## src/rtl/prescaled_counter_if.sv

```systemverilog
// Control and status bundle for prescaled_counter: the master drives the
// counter controls, the slave (the counter) returns count and pulses.
interface prescaled_counter_if #(
  parameter int unsigned PRESCALE_WIDTH = 22,
  parameter int unsigned WIDTH          = 8
);
  logic                      CE;
  logic [PRESCALE_WIDTH-1:0] DIV;
  logic [WIDTH-1:0]          MAX;
  logic                      UP;
  logic                      LOAD;
  logic [WIDTH-1:0]          LDVAL;
  logic [WIDTH-1:0]          O;
  logic                      TICK;
  logic                      COUT;

  modport master (
    output CE, DIV, MAX, UP, LOAD, LDVAL,
    input  O, TICK, COUT
  );

  modport slave (
    input  CE, DIV, MAX, UP, LOAD, LDVAL,
    output O, TICK, COUT
  );
endinterface

```

## src/rtl/prescaled_counter.sv

```systemverilog
// Two-stage counter: a programmable prescaler emits a step tick and the main
// up/down modulo counter advances once per tick. All outputs are registered.
module prescaled_counter #(
  parameter int unsigned PRESCALE_WIDTH = 22,
  parameter int unsigned WIDTH          = 8
) (
  input  logic                CLK,
  input  logic                RESETN,
  prescaled_counter_if.slave  bus
);

  logic [PRESCALE_WIDTH-1:0] p_q, p_d;
  logic [WIDTH-1:0]          o_q, o_d;
  logic                      tick_q, tick_d;
  logic                      cout_q, cout_d;
  logic                      tick_int;
  logic [WIDTH-1:0]          load_val;

  // >= rather than == so that lowering DIV below P still ticks next cycle.
  assign tick_int = (p_q >= bus.DIV);
  assign load_val = (bus.LDVAL <= bus.MAX) ? bus.LDVAL : bus.MAX;

  always_comb begin
    p_d    = p_q;
    o_d    = o_q;
    tick_d = 1'b0;
    cout_d = 1'b0;
    if (bus.LOAD) begin
      o_d = load_val;
      p_d = '0;
    end else if (bus.CE) begin
      // P cannot overflow: at its all-ones value tick_int is always true.
      p_d    = tick_int ? '0 : p_q + 1'b1;
      tick_d = tick_int;
      if (tick_int) begin
        if (bus.UP) begin
          if (o_q >= bus.MAX) begin
            o_d    = '0;
            cout_d = 1'b1;
          end else begin
            o_d = o_q + 1'b1;
          end
        end else begin
          if (o_q == '0) begin
            o_d    = bus.MAX;
            cout_d = 1'b1;
          end else if (o_q > bus.MAX) begin
            o_d = bus.MAX;
          end else begin
            o_d = o_q - 1'b1;
          end
        end
      end
    end
  end

  always_ff @(posedge CLK) begin
    if (!RESETN) begin
      p_q    <= '0;
      o_q    <= '0;
      tick_q <= 1'b0;
      cout_q <= 1'b0;
    end else begin
      p_q    <= p_d;
      o_q    <= o_d;
      tick_q <= tick_d;
      cout_q <= cout_d;
    end
  end

  assign bus.O    = o_q;
  assign bus.TICK = tick_q;
  assign bus.COUT = cout_q;

endmodule

```

## src/flat_wrapper.sv

```systemverilog
// flat-port wrapper written by rule: the top's interface ports become plain ports
module prescaled_counter_flat 
#(
  parameter int unsigned PRESCALE_WIDTH = 22,
  parameter int unsigned WIDTH          = 8
)
  (CLK, RESETN, bus_CE, bus_DIV, bus_MAX, bus_UP, bus_LOAD, bus_LDVAL, bus_O, bus_TICK, bus_COUT);
  prescaled_counter_if #(.PRESCALE_WIDTH(PRESCALE_WIDTH), .WIDTH(WIDTH)) bus_i ();
  input  logic CLK;
  input  logic RESETN;
  input wire logic [$bits(bus_i.CE)-1:0] bus_CE;
  input wire logic [$bits(bus_i.DIV)-1:0] bus_DIV;
  input wire logic [$bits(bus_i.MAX)-1:0] bus_MAX;
  input wire logic [$bits(bus_i.UP)-1:0] bus_UP;
  input wire logic [$bits(bus_i.LOAD)-1:0] bus_LOAD;
  input wire logic [$bits(bus_i.LDVAL)-1:0] bus_LDVAL;
  output wire logic [$bits(bus_i.O)-1:0] bus_O;
  output wire logic [$bits(bus_i.TICK)-1:0] bus_TICK;
  output wire logic [$bits(bus_i.COUT)-1:0] bus_COUT;
  assign bus_i.CE = bus_CE;
  assign bus_i.DIV = bus_DIV;
  assign bus_i.MAX = bus_MAX;
  assign bus_i.UP = bus_UP;
  assign bus_i.LOAD = bus_LOAD;
  assign bus_i.LDVAL = bus_LDVAL;
  assign bus_O = bus_i.O;
  assign bus_TICK = bus_i.TICK;
  assign bus_COUT = bus_i.COUT;
  prescaled_counter #(.PRESCALE_WIDTH(PRESCALE_WIDTH), .WIDTH(WIDTH)) u_core (.CLK(CLK), .RESETN(RESETN), .bus(bus_i));
endmodule
```

## config.mk

```make
export PLATFORM = sky130hd
export DESIGN_NAME = prescaled_counter_flat
export DESIGN_NICKNAME = d
export VERILOG_FILES = /design/src/rtl/prescaled_counter_if.sv /design/src/rtl/prescaled_counter.sv /design/src/flat_wrapper.sv
export SDC_FILE = /design/constraint.sdc
export NUM_CORES = 1
export LEC_CHECK = 0
export CORE_ASPECT_RATIO = 0.6
export CORE_MARGIN = 3
export CORE_UTILIZATION = 45
export DETAILED_ROUTE_END_ITERATION = 7
export GPL_ROUTABILITY_DRIVEN = 1
export PLACE_DENSITY = 0.71
export SYNTH_ARGS = -nofsm -noshare
export SYNTH_HDL_FRONTEND = slang
export SYNTH_SLANG_ARGS = --single-unit
```

## constraint.sdc

```tcl
create_clock -name CLK -period 5.1 [get_ports CLK]
set_clock_uncertainty 0.2 [all_clocks]
set_input_delay 0.765 -clock CLK [delete_from_list [all_inputs] [get_ports CLK]]
set_output_delay 0.765 -clock CLK [all_outputs]
set_load 0.02 [all_outputs]
```

Word-level counts from Yosys, hierarchy flattened
Cells that the tools add are included.
{"block": "classes", "n_reduce_logical": 7, "n_bitwise": 3, "mux": 12, "add_sub_neg": 3, "magnitude_cmp": 4}
{"cell": "$mux W8", "n": 8}
{"cell": "$add A22 B1 Y22 const B", "n": 1}
{"cell": "$ge A22 B22 Y1", "n": 1}
{"cell": "$mux W22", "n": 1}
{"cell": "$add A8 B1 Y8 const B", "n": 1}
{"cell": "$ge A8 B8 Y1", "n": 1}
{"cell": "$gt A8 B8 Y1", "n": 1}
{"cell": "$le A8 B8 Y1", "n": 1}
{"cell": "$logic_not A8 Y1", "n": 1}
{"cell": "$sub A8 B1 Y8 const B", "n": 1}
{"cell": "$reduce_bool A2 Y1", "n": 2}
{"cell": "$reduce_or A4 Y1", "n": 1}
{"cell": "$mux W1", "n": 3}
{"cell": "$not A1 Y1", "n": 3}
{"cell": "$reduce_or A3 Y1", "n": 1}
{"cell": "$reduce_and A2 Y1", "n": 1}
{"cell": "$reduce_or A2 Y1", "n": 1}
{"block": "word_totals", "out_inout_bits": 10, "ff_bits": 32, "wordCells": 33, "inputBits": 43}

Logic depth before layout (Yosys ltp)
Gate-level depths: netlist (run 1).
{"block": "depth", "word_depth": 7, "ltp_mapped": 10, "mapped_depth_nobuf": 10}

Worst setup path after synthesis (run 1)
Ideal clock, no wire load.
{"block": "synth_timing", "kind": "in2reg", "startpoint": "input bus_DIV[3]", "endpoint": "register u_core.o_q[2] (netlist: u_core.bus.O[2])", "cell_stages": 10, "setup_slack_ps": 2407, "t_required_ps": 4778, "arrival_ps": 2370, "path_cell_list": "inv_1 ha_1 a211oi_1 o21ai_1 a211oi_1 nor4b_2 o21a_2 nand3_2 inv_2 a221o_2"}
{"block": "synth_between", "elab_chain_len": 3}
{"item": "start, declared", "line": "flat_wrapper.sv:12", "rtl": "input wire logic [$bits(bus_i.DIV)-1:0] bus_DIV;"}
{"item": "$ge A22 B22 Y1", "line": "prescaled_counter.sv:20", "rtl": "assign tick_int = (p_q >= bus.DIV);"}
{"item": "$reduce_bool A2 Y1 (no source line)"}
{"item": "$reduce_and A2 Y1 (no source line)"}
{"item": "end signal, assigned", "line": "prescaled_counter.sv:60", "rtl": "o_q <= '0;"}
{"item": "end signal, assigned", "line": "prescaled_counter.sv:65", "rtl": "o_q <= o_d;"}
{"item": "end, declared", "line": "prescaled_counter.sv:13", "rtl": "logic [WIDTH-1:0] o_q, o_d;"}
Every way passes these cells.
A chain may end at the register's enable or synchronous reset.

Worst setup path in the final report (run 1)
{"block": "layout_timing", "startpoint": "input bus_DIV[9]", "endpoint": "register u_core.o_q[6] (netlist: u_core.bus.O[6])"}
Same word-level chain as after synthesis.

==> metrics.txt, run 1 <==
outcome=completed; Max-cap violations=0; Critical R2R Launch=u_core.bus.O[0]; vias=2692; Mean Syn Cell Area=8.01 um2; Hold Fails Final Rpt=0; Startpoint Class=primary input; fraction of layout cells with a size suffix above 1=5.47%; TritonCTS Buffers=5; Req. time, crit path=5100 ps; Mapped Area=2800 um2; Die Footprint=7240 um2; Rel. slew slack=57.1%; Fin Hold WS=325 ps; die width=108 um; RSZ-0062 raised after global routing=no; CTS tree=done; post-synthesis to final-layout area growth=23.3%; sequential-to-total area share from yosys stat=22.9%; Slew @ Worst Pin=644 ps; Layout Nets=487; final setup vio count=0; commonest non-fill, non-tap cell in the layout=clkdlybuf4s50_1; largest net degree at the start of global routing=13; worst-case clock buffer depth=2; post-CTS setup buffer count=0; final period utilization=66.6%; Mapped Cells=350; synth warn=0; Die Y=67.1 um; vias in the first global route=2470; diode count=0; initial core utilization=48.3%; Final Max Slew Viols=0; Routed WL=7240 um; Iter 0 DRT Violations=201; static leakage=0.00146 uW; commonest non-fill, non-tap cells in the layout=clkdlybuf4s50_1, nor2_1, ha_1, inv_1, dfxtp_1; Worst Path Max Fanout=12; min Tclk post-route=3400 ps; Power per Cell Area=191 nW/um2; wire per inst=15.0 um; CTS Sinks=32; CTS H-tree depth=2; Max Clock Freq=294 MHz; Data arrival, critical path=3400 ps; Remaining Overflow, GRT=0; Setup CP Type=in2reg; core area=5810 um2; placed wire-length estimate=5900 um; via/cell ratio=5.59; Skew-Pair Late Insertion Delay=280 ps; TritonRoute pass-1 iters=5; Hold Crit Class=reg2reg; io pins=53; initial antenna violation count=0; hold buffer count at cts=0; maximum vdd drop=0.171 mV; hold path startpoint=u_core.p_q[1]; remaining routing DRC violations=0; Crit. End Element=flip-flop; Reg clk slew, reported paths=70 ps; Synth cell types=49; # port buffers=52; gpl congestion=0.958; Synth Register Bits=32; first-pass GRT wire length=11800 um; worst setup path startpoint=bus_DIV[9]; post-cts resize count=0; # rows=21; antenna viol nets, final=0; CTS root buffer=clkbuf_8; gr usage total=20.7%; setup TNS=0 ps; Net Count, Synth=435
cells in the mapped netlist (all sizes together):
library cell	number	share of area, %
xnor2	13	4.1
a41o	1	0.36
a221oi	1	0.54
nor4b	1	0.54
o221ai	3	0.94
o211ai	3	0.98
nand3	23	4.5
ha	42	19
nor2b	3	0.67
buf	8	1.9
a22oi	2	0.54
nor3b	3	0.80
nand2b	4	0.89
nor2	43	5.8
o32ai	3	0.94
a31o	1	0.31
o22ai	2	0.45
nor3	3	0.54
o21ai	12	2.3
or3	1	0.27
a211oi	4	1.1
mux2	2	0.80
and2	1	0.22
a32oi	1	0.31
nand2	22	2.9
nor4	1	0.76
a221o	3	1.1
inv	39	5.2
a31oi	3	0.67
dfxtp	32	23
and4	3	0.94
a21oi	20	3.7
and3	6	1.4
mux2i	9	3.2
o31ai	2	0.54
nand4	11	2.5
xor2	15	4.7
o21a	4	1.1
area by class of cell:
class,instances,area (um2)
Tap cell,80,100
Sequential cell,32,641
Fill cell,554,2350
Timing Repair Buffer,53,528
Clock inverter,1,5.00
Inverter,39,146
Multi-Input combinational cell,271,1960
Clock buffer,6,72.6
stage by stage:
step / std cells / utilization, % / area (um2) / worst slack, ps / power [uW]
after floorplan: 350 / - / 2800 / 2410 / 404
after global placement: 475 / 58.2 / 3380 / 1500 / 476
after detailed placement: 475 / 58.2 / 3380 / 1410 / 479
after global routing: 482 / 59.5 / 3450 / 1520 / 700
after CTS: 482 / 59.5 / 3450 / 1710 / 661
final: 482 / 59.5 / 3450 / 1700 / 659
power by group:
part           switching, uW  internal (uW)  total, uW
clock network           89.4           92.6        182
registers               17.5            256        273
logic                    102            102        204
total                    209            451        659
per-layer routing:
metal  up-vias  wire length (um)  track usage [%]
li1       1352                 -                -
met1      1204              3690             32.1
met2       130              2760             27.3
met3         6               740             5.64
met4         0                39             5.04
met5         -                 0                0
flip-flops by register name, summed over array words and instances (netlist names):
register	cells
u_core.bus.COUT	1
u_core.bus.O	8
u_core.bus.TICK	1
u_core.p_q	22
cells by family (layout without fill, tap and decap cells):
| group | after synthesis | count (layout) | synth area share, % |
|---|---|---|---|
| simple gates | 125 | 125 | 22.6 |
| fa+ha+maj | 42 | 42 | 18.7 |
| mux | 11 | 11 | 4.02 |
| compound gates | 65 | 65 | 15.8 |
| buf+inv | 47 | 99 | 7.14 |
| xor+xnor | 28 | 28 | 8.75 |
| flops | 32 | 32 | 22.9 |
worst max-delay path: stages:
cell and delay (ps):
clkdlybuf4s50_1 450, inv_1 40, ha_1 310, a21oi_1 150, o21ai_1 120, a211oi_1 350, nor4b_2 120, o21ai_2 230
nand3_1 370, buf_4 320, o221ai_1 170
final timing paths:
kind	to	depth (start not counted)	slack, ps
worst max-delay path	u_core.bus.O[6]	11	1700
worst min-delay path	u_core.p_q[1]	2	320
worst max register to register	u_core.bus.O[2]	9	2190
worst min register to register	u_core.p_q[1]	2	320
Power figures use the tool's default switching activity.
==> run 2, diff against run 1 <==
==> constraint.sdc (replaced) <==
create_clock -name CLK -period 3.2 [get_ports CLK]
set_clock_uncertainty 0.2 [all_clocks]
set_input_delay 0.48 -clock CLK [delete_from_list [all_inputs] [get_ports CLK]]
set_output_delay 0.48 -clock CLK [all_outputs]
set_load 0.02 [all_outputs]
==> run 2 against run 1 <==
Compared with the run above: setup slack worse by 1400 ps; final cell count is 3.5% higher; utilization is 3.1 points higher; critical endpoint is now u_core.bus.O[0]; largest cell class unchanged.
==> metrics.txt, run 2 (synthesized netlist as in run 1, its figures left out) <==
outcome=completed (unchanged); post-synthesis to final-layout area growth=29.6% (was 23.3%); largest net degree at the start of global routing=22 (was 13); Slew @ Worst Pin=518 ps (was 644 ps); Worst Path Max Fanout=9 (was 12); Crit. End Element=flip-flop (unchanged); post-cts resize count=0 (unchanged); Setup CP Type=reg2reg (was in2reg); Remaining Overflow, GRT=0 (unchanged); setup slack, reg-to-reg=300 ps (was 2190 ps); Max Clock Freq=345 MHz; Power, Total=1200 uW (was 659 uW); gpl congestion=1.10 (was 0.958); largest reg by FF count=u_core.p_q (unchanged); Final Util=62.6% (was 59.5%); placed wire-length estimate=6170 um (was 5900 um); remaining routing DRC violations=0 (unchanged); vias=2764 (was 2692); Hold Crit Class=reg2reg (unchanged); commonest non-fill, non-tap cell in the layout=clkdlybuf4s50_1 (unchanged); antenna viol nets, final=0 (unchanged); fraction of layout cells with a size suffix above 1=9.55% (was 5.47%); CTS tree=done (unchanged); Die Y=67.1 um (unchanged); Routed WL=7570 um (was 7240 um); Reg clk slew, reported paths=80 ps (was 70 ps); final setup vio count=0 (unchanged); CTS root buffer=clkbuf_8 (unchanged); # rows=21 (unchanged); Fin Hold WS=325 ps (about the same); Skew-Pair Late Insertion Delay=290 ps (was 280 ps); # port buffers=52 (unchanged); TritonCTS Buffers=5 (unchanged); Data arrival, critical path=2900 ps (was 3400 ps); Most Crowded Layer GR=met1 (unchanged); Hold Fails Final Rpt=0 (unchanged); vias in the first global route=2484 (was 2470); TritonRoute pass-1 iters=5 (unchanged); Final Max Slew Viols=0 (unchanged); commonest non-fill, non-tap cells in the layout=clkdlybuf4s50_1, nor2_1, ha_1, inv_1, dfxtp_1 (unchanged); Die Footprint=7240 um2 (unchanged); CTS Sinks=32 (unchanged); post-CTS setup buffer count=0 (unchanged); Req. time, crit path=3200 ps (was 5100 ps); Iter 0 DRT Violations=268 (was 201); Critical R2R Launch=u_core.bus.O[0] (unchanged); initial antenna violation count=0 (unchanged); core area=5810 um2 (unchanged); M1 GR Usage=33.9% (was 32.1%); met2 GRT Util=27.9% (was 27.3%); max FFs per register=22 (unchanged); met3 Use GR=6.30% (was 5.64%); CTS H-tree depth=2 (unchanged); worst-case clock buffer depth=2 (unchanged); hold buffer count at cts=0 (unchanged); Power per Cell Area=329 nW/um2 (was 191 nW/um2); worst setup path startpoint=u_core.bus.O[0] (was bus_DIV[9]); Rel. slew slack=65.3% (was 57.1%); R2R Path End=u_core.bus.O[0] (was u_core.bus.O[2]); wire per inst=15.2 um (was 15.0 um); initial core utilization=48.3% (unchanged); Hold Crit Depth=2 (unchanged); Startpoint Class=flip-flop (was primary input); static leakage=0.00156 uW (was 0.00146 uW); final period utilization=90.7%; placement-stage worst setup slack=59.4 ps (was 1410 ps); Layout Nets=503 (was 487); RSZ-0062 raised after global routing=no (unchanged); Hold Path End=u_core.p_q[21] (was u_core.p_q[1]); setup TNS=0 ps (unchanged); via/cell ratio=5.54 (was 5.59); die width=108 um (unchanged); io pins=53 (unchanged); diode count=0 (unchanged); Max-cap violations=0 (unchanged); maximum vdd drop=0.198 mV (was 0.171 mV); hold path startpoint=u_core.p_q[21] (was u_core.p_q[1]); gr usage total=21.6% (was 20.7%); fin worst setup slack=299 ps (was 1700 ps); min Tclk post-route=2900 ps; first-pass GRT wire length=12200 um (was 11800 um); Worst R2R Path Depth=8 (was 9)
-- run 2: worst max-delay path by stage --
| stage | end | cells after the start |
|---|---|---|
| floorplan | u_core.bus.O[2] | 9 |
| global placement | u_core.bus.O[2] | 11 |
| detailed placement | u_core.bus.O[2] | 11 |
| CTS | u_core.bus.O[2] | 11 |
| global route | u_core.bus.O[1] | 10 |
| finish | u_core.bus.O[0] | 8 |
-- run 2: layout make-up --
type	count	area, um2
clock buffers	5	68.8
clock inverters	3	42.5
fillers	524	2170
inverters	39	146
multi-input cells	271	1960
flip-flops and latches	32	641
well taps	80	100
repair buffers	69	673
-- run 2: stage by stage --
step	instances	area (um2)
detailed placement	491	3520
global route	499	3630
floorplan	350	2800
global placement	491	3520
CTS	499	3630
finish	499	3630
-- run 2: metal layers --
| layer | vias up | routed length, um |
|---|---|---|
| met5 | - | 0 |
| li1 | 1373 | - |
| met3 | 11 | 873 |
| met1 | 1239 | 3850 |
| met2 | 141 | 2790 |
| met4 | 0 | 60 |
-- run 2: critical path: stages (launching register included) --
cell	delay, ps
dfxtp_1	570
inv_1	250
ha_1	240
nand2b_1	130
a21oi_1	280
o211ai_2	190
a31oi_1	490
a211oi_1	160
o32ai_1	290
-- run 2: where the power goes --
| part | switching [uW] | internal, uW | leakage, uW |
|---|---|---|---|
| Sequential | 13.2 | 408 | 0.000260 |
| Clock | 163 | 230 | 0.0000541 |
| Combinational | 194 | 189 | 0.00125 |
| Total | 371 | 827 | 0.00156 |
==> run 3, diff against run 2 <==
--- a/config.mk
+++ b/config.mk
@@ -5,12 +5,13 @@
 export SDC_FILE = /design/constraint.sdc
 export NUM_CORES = 1
 export LEC_CHECK = 0
+export CAP_MARGIN = 20
 export CORE_ASPECT_RATIO = 0.6
 export CORE_MARGIN = 3
 export CORE_UTILIZATION = 45
 export DETAILED_ROUTE_END_ITERATION = 7
 export GPL_ROUTABILITY_DRIVEN = 1
-export PLACE_DENSITY = 0.71
+export PLACE_DENSITY = 0.79
 export SYNTH_ARGS = -nofsm -noshare
 export SYNTH_HDL_FRONTEND = slang
 export SYNTH_SLANG_ARGS = --single-unit
==> run 3 against run 2 <==
Compared with the run above: wire length increased by 5.0%; utilization increased by 0.50 points; die area unchanged; count of clock-buffer cells in the layout increased by 1; register-to-register slack improved by 280 ps; critical endpoint is now u_core.bus.O[2]; largest power group unchanged.
==> metrics.txt, run 3 (synthesized netlist as in run 1, its figures left out) <==
initial core utilization=48.3% (unchanged); placed wire-length estimate=6620 um (was 6170 um); vias=2826 (was 2764); fraction of layout cells with a size suffix above 1=11.2% (was 9.55%); Fillers=543 (was 524); Crit. End Element=flip-flop (unchanged); Routed WL=7950 um (was 7570 um); min Tclk post-route=2880 ps (was 2900 ps); design area=3660 um2 (was 3630 um2); gr usage total=22.2% (was 21.6%); Startpoint Class=primary input (was flip-flop); gpl congestion=1.01 (was 1.10); setup TNS=0 ps (unchanged); Die Y=67.1 um (unchanged); via/cell ratio=5.56 (was 5.54); TritonCTS Buffers=5 (unchanged); CTS H-tree depth=2 (unchanged); hold buffer count at cts=0 (unchanged); worst-case clock buffer depth=2 (unchanged); Iter 0 DRT Violations=204 (was 268); Remaining Overflow, GRT=0 (unchanged); Worst Path Max Fanout=6 (was 9); commonest non-fill, non-tap cells in the layout=clkdlybuf4s50_1, nor2_1, ha_1, inv_1, dfxtp_1 (unchanged); post-synthesis to final-layout area growth=30.7% (was 29.6%); Setup CP Type=in2reg (was reg2reg); core area=5810 um2 (unchanged); wire per inst=15.6 um (was 15.2 um); outcome=completed (unchanged); io pins=53 (unchanged); Req. time, crit path=3170 ps (was 3200 ps); post-CTS setup buffer count=0 (unchanged); commonest non-fill, non-tap cell in the layout=clkdlybuf4s50_1 (unchanged); initial antenna violation count=0 (unchanged); Die Footprint=7240 um2 (unchanged); static leakage=0.00160 uW (was 0.00156 uW); placement-stage worst setup slack=47.8 ps (was 59.4 ps); fin worst setup slack=319 ps (was 299 ps); Reg clk slew, reported paths=60 ps (was 80 ps); final period utilization=90.0% (was 90.7%); Fin Hold WS=344 ps (was 325 ps); antenna viol nets, final=0 (unchanged); first-pass GRT wire length=12500 um (was 12200 um); # rows=21 (unchanged); maximum vdd drop=0.166 mV (was 0.198 mV); post-cts resize count=0 (unchanged); TritonRoute pass-1 iters=5 (unchanged); Power, Total=1110 uW (was 1200 uW); largest reg by FF count=u_core.p_q (unchanged); Skew-Pair Late Insertion Delay=290 ps (about the same); critical-path cell list=clkdlybuf4s50_1, inv_1, ha_1, nand2_1, nor2_1, nand2_1, nor4b_2, o21a_2, nor2_1, a221o_2 (was inv_1, ha_1, nand2b_1, a21oi_1, o211ai_2, a31oi_1, a211oi_1, o32ai_1); Layout Nets=513 (was 503); RSZ-0062 raised after global routing=no (unchanged); CTS root buffer=clkbuf_8 (unchanged); Max Clock Freq=347 MHz (was 345 MHz); CTS Sinks=32 (unchanged); remaining routing DRC violations=0 (unchanged); # port buffers=52 (unchanged); Final Max Slew Viols=0 (unchanged); Hold Crit Class=reg2reg (unchanged); CP max stage delay=450 ps (was 570 ps); slowest CP cell=clkdlybuf4s50_1 (was dfxtp_1); max FFs per register=22 (unchanged); Slew @ Worst Pin=441 ps (was 518 ps); Max-cap violations=0 (unchanged); Rel. slew slack=70.6% (was 65.3%); CTS tree=done (unchanged); DP Area=3580 um2 (was 3520 um2); largest net degree at the start of global routing=22 (unchanged); Power per Cell Area=304 nW/um2 (was 329 nW/um2); vias in the first global route=2647 (was 2484); Hold Fails Final Rpt=0 (unchanged); die width=108 um (unchanged); Data arrival, critical path=2850 ps (was 2900 ps); final setup vio count=0 (unchanged); diode count=0 (unchanged)
==> run 3: layer usage <==
layer | routed length [um] | vias up | share of wire [%] | GRT usage [%]
met2 | 3140 | 115 | 40 | 31.5
met5 | 0 | - | 0 | 0
met4 | 68 | 0 | 0.86 | 4.72
met1 | 3910 | 1306 | 49 | 32.6
met3 | 825 | 10 | 10 | 7.16
li1 | - | 1395 | - | -
==> run 3: critical path: cells and delay by family <==
kind	cells	cell delay [ps]
fa+ha+maj	1	290
buf+inv	2	490
compound gates	2	660
simple gates	5	940
==> run 3: final timing paths <==
| path | startpoint | end | slack, ps | cells after the start |
|---|---|---|---|---|
| setup reg to reg | u_core.p_q[3] | u_core.bus.O[2] | 580 | 9 |
| setup / recovery | bus_DIV[17] | u_core.bus.O[2] | 320 | 10 |
| hold reg to reg | u_core.p_q[9] | u_core.p_q[9] | 340 | 2 |
| hold / removal | u_core.p_q[9] | u_core.p_q[9] | 340 | 2 |
==> run 3: power by group <==
group          internal, uW  switching [uW]  total, uW
clock                   148             151        298
sequential              408            9.46        417
combinational           197             202        399
total                   753             362       1110
==> run 3: stage by stage <==
stage                     utilization, %  std cells
after global routing                63.1        508
after detailed placement            61.7        501
after global placement              61.7        501
after floorplan                        -        350
final                               63.1        508
after CTS                           63.1        508
==> run 3: area by class of cell <==
| type | instances | area, um2 | area share, % |
|---|---|---|---|
| Multi-Input combinational cell | 271 | 1960 | 53.6 |
| Timing Repair Buffer | 79 | 736 | 20.1 |
| Sequential cell | 32 | 641 | 17.5 |
| Inverter | 39 | 146 | 4.00 |
| Tap cell | 80 | 100 | 2.73 |
| Clock buffer | 6 | 72.6 | 1.98 |
| Clock inverter | 1 | 5.00 | 0.137 |
==> edit (flow settings as in run 3) <==
`PRESCALE_WIDTH` is set to 22 in 3 places; all go to 11.
--- a/src/rtl/prescaled_counter_if.sv
+++ b/src/rtl/prescaled_counter_if.sv
@@ -1,7 +1,7 @@
 // Control and status bundle for prescaled_counter: the master drives the
 // counter controls, the slave (the counter) returns count and pulses.
 interface prescaled_counter_if #(
-  parameter int unsigned PRESCALE_WIDTH = 22,
+  parameter int unsigned PRESCALE_WIDTH = 11,
   parameter int unsigned WIDTH          = 8
 );
   logic                      CE;
--- a/src/rtl/prescaled_counter.sv
+++ b/src/rtl/prescaled_counter.sv
@@ -1,7 +1,7 @@
 // Two-stage counter: a programmable prescaler emits a step tick and the main
 // up/down modulo counter advances once per tick. All outputs are registered.
 module prescaled_counter #(
-  parameter int unsigned PRESCALE_WIDTH = 22,
+  parameter int unsigned PRESCALE_WIDTH = 11,
   parameter int unsigned WIDTH          = 8
 ) (
   input  logic                CLK,
--- a/src/flat_wrapper.sv
+++ b/src/flat_wrapper.sv
@@ -1,7 +1,7 @@
 // flat-port wrapper written by rule: the top's interface ports become plain ports
 module prescaled_counter_flat 
 #(
-  parameter int unsigned PRESCALE_WIDTH = 22,
+  parameter int unsigned PRESCALE_WIDTH = 11,
   parameter int unsigned WIDTH          = 8
 )
   (CLK, RESETN, bus_CE, bus_DIV, bus_MAX, bus_UP, bus_LOAD, bus_LDVAL, bus_O, bus_TICK, bus_COUT);
Ports: changed (resized bus_DIV); port bits go from 53 to 42. No check against the original RTL was run, so the function may have changed too.
==> edit against run 3 <==
Synthesized area shrank 25%. Die area down 23%. Non-clock buffer count is 22 lower. Sequential cell count decreased by 11. Total power is 26% lower. Routed wire length shrank 20%. Setup slack worse by 200 ps. Global-route usage rose by 1.3 points. Cell area decreased by 26%.
==> edit: results (changes against run 3) <==
stage,metric,value,unit,change
clock_tree,"Clk Latency, worst-skew pair",260,ps,-30 ps
clock_tree,Clock Pin Slew Worst Setup and Hold Paths,80,ps,+20 ps
hold_path,Hold Path Origin,u_core.p_q[10],,
final_layout,max reg flops,11,,-50%
setup_path,crit path DAT,3040,ps,+190 ps
final_layout,share of post-route cells with drive strength above 1,9.265,%,-1.9 points
yosys,commonest cells in the synthesized netlist,"ha_1, inv_1, dfxtp_1",,
setup_path,Crit path max-delay family,compound AO/OA/AOI/OAI gates,,
hold_path,Hold EP,u_core.p_q[10],,
power_and_ir_drop,switching fraction of total power,35.72,%,+3.2 points
grt,met1 track demand over resource,38.24,%,+5.6 points
setup_path,crit path max fanout,5,,-1
final_layout,filler cell count,381,,-30%
clock_tree,H-tree depth,1,,-1
placement,gp weighted congestion,0.9458,,-6.0%
route,DR iter-0 viols,239,,+17%
yosys,Syn Inst Count,259,,-26%
yosys,Area contributors post-synth,"dfxtp_1, ha_1, inv_1",,
route,routed wl met2,2355,um,-25%
setup_path,CP max stage delay,480,ps,+30 ps
route,via count,2267,,-20%
grt,total track usage,23.56,%,+1.3 points
placement,Final HPWL DP,5235,um,-21%
final_layout,synth-to-layout area growth,28.92,%,
grt,global-route wire length before repair,10190,um,-18%
final_layout,Non-clk bufs,57,,-28%
outcome,status,completed,,
grt,largest net degree at the start of global routing,12,,-45%
placement,DP Area,0.002671,sq mm,-25%
grt,met2 Use GR,29.03,%,-2.5 points
power_and_ir_drop,combinational power,0.354,mW,-11%
grt,number of global-route vias before repair,1982,,-25%
timing,relative max-transition margin,52.22,%,-18 points
power_and_ir_drop,peak supply drop,0.1631,mV,-1.7%
setup_path,crit path to,u_core.bus.O[4],,
yosys,register area share after synthesis,19.95,%,-2.9 points
final_layout,CLK BUF,4,,-2
setup_path,FF-to-FF Start,u_core.bus.O[0],,
clock_tree,CTS buffer count,3,,-2
final_layout,"non-filler cells, final",373,,-27%
grt,M3 GR Usage,9.137,%,+2.0 points
floorplan,# Taps,60,,-25%
route,DR WL met3,870,um,+5.5%
route,Pre-antenna DRT Iters,6,,+1
final_layout,inverters,27,,-31%
power_and_ir_drop,Sw Pwr,0.2943,mW,-19%
setup_path,flop2flop setup slack,420,ps,-160 ps
power_and_ir_drop,clock network power share,21.1,%,-5.7 points
final_layout,nets,377,,-27%
final_layout,Reg area,420.4,sq um,-34%
clock_tree,CTS sink cnt,21,,-34%
final_layout,final-layout clock-cell area share,1.658,%,-0.46 points
timing,min cycle time layout,3083,ps,+202.2 ps
edit: cell count changes after synthesis, moves of 7 or more:
cell     before  now
nor3_1        3   10
ha_1         42   31
nand2_1      22   10
inv_1        38   27
nand3_1      21   14
o31ai_1       2   10
dfxtp_1      32   21
nor2_1       43   17
a21oi_1      19    7
mux2i_1       9    0
edit: worst register-to-register path: cells and delay by family, from the launching register on:
family	cells	cell delay, ps
compound gates	3	920
flops	1	540
buf+inv	2	410
fa+ha+maj	1	330
simple gates	3	270
edit: cells by family (layout without fill, tap and decap cells):
logic type,after synthesis,in the layout,share of synthesized area (%)
AND/OR/NAND/NOR,87,87,23.22
AO/OA/AOI/OAI,65,65,23.04
buffers and inverters,34,88,6.651
adder cells (fa/ha/maj),31,31,18.41
XOR/XNOR,21,21,8.729
flip-flops,21,21,19.95
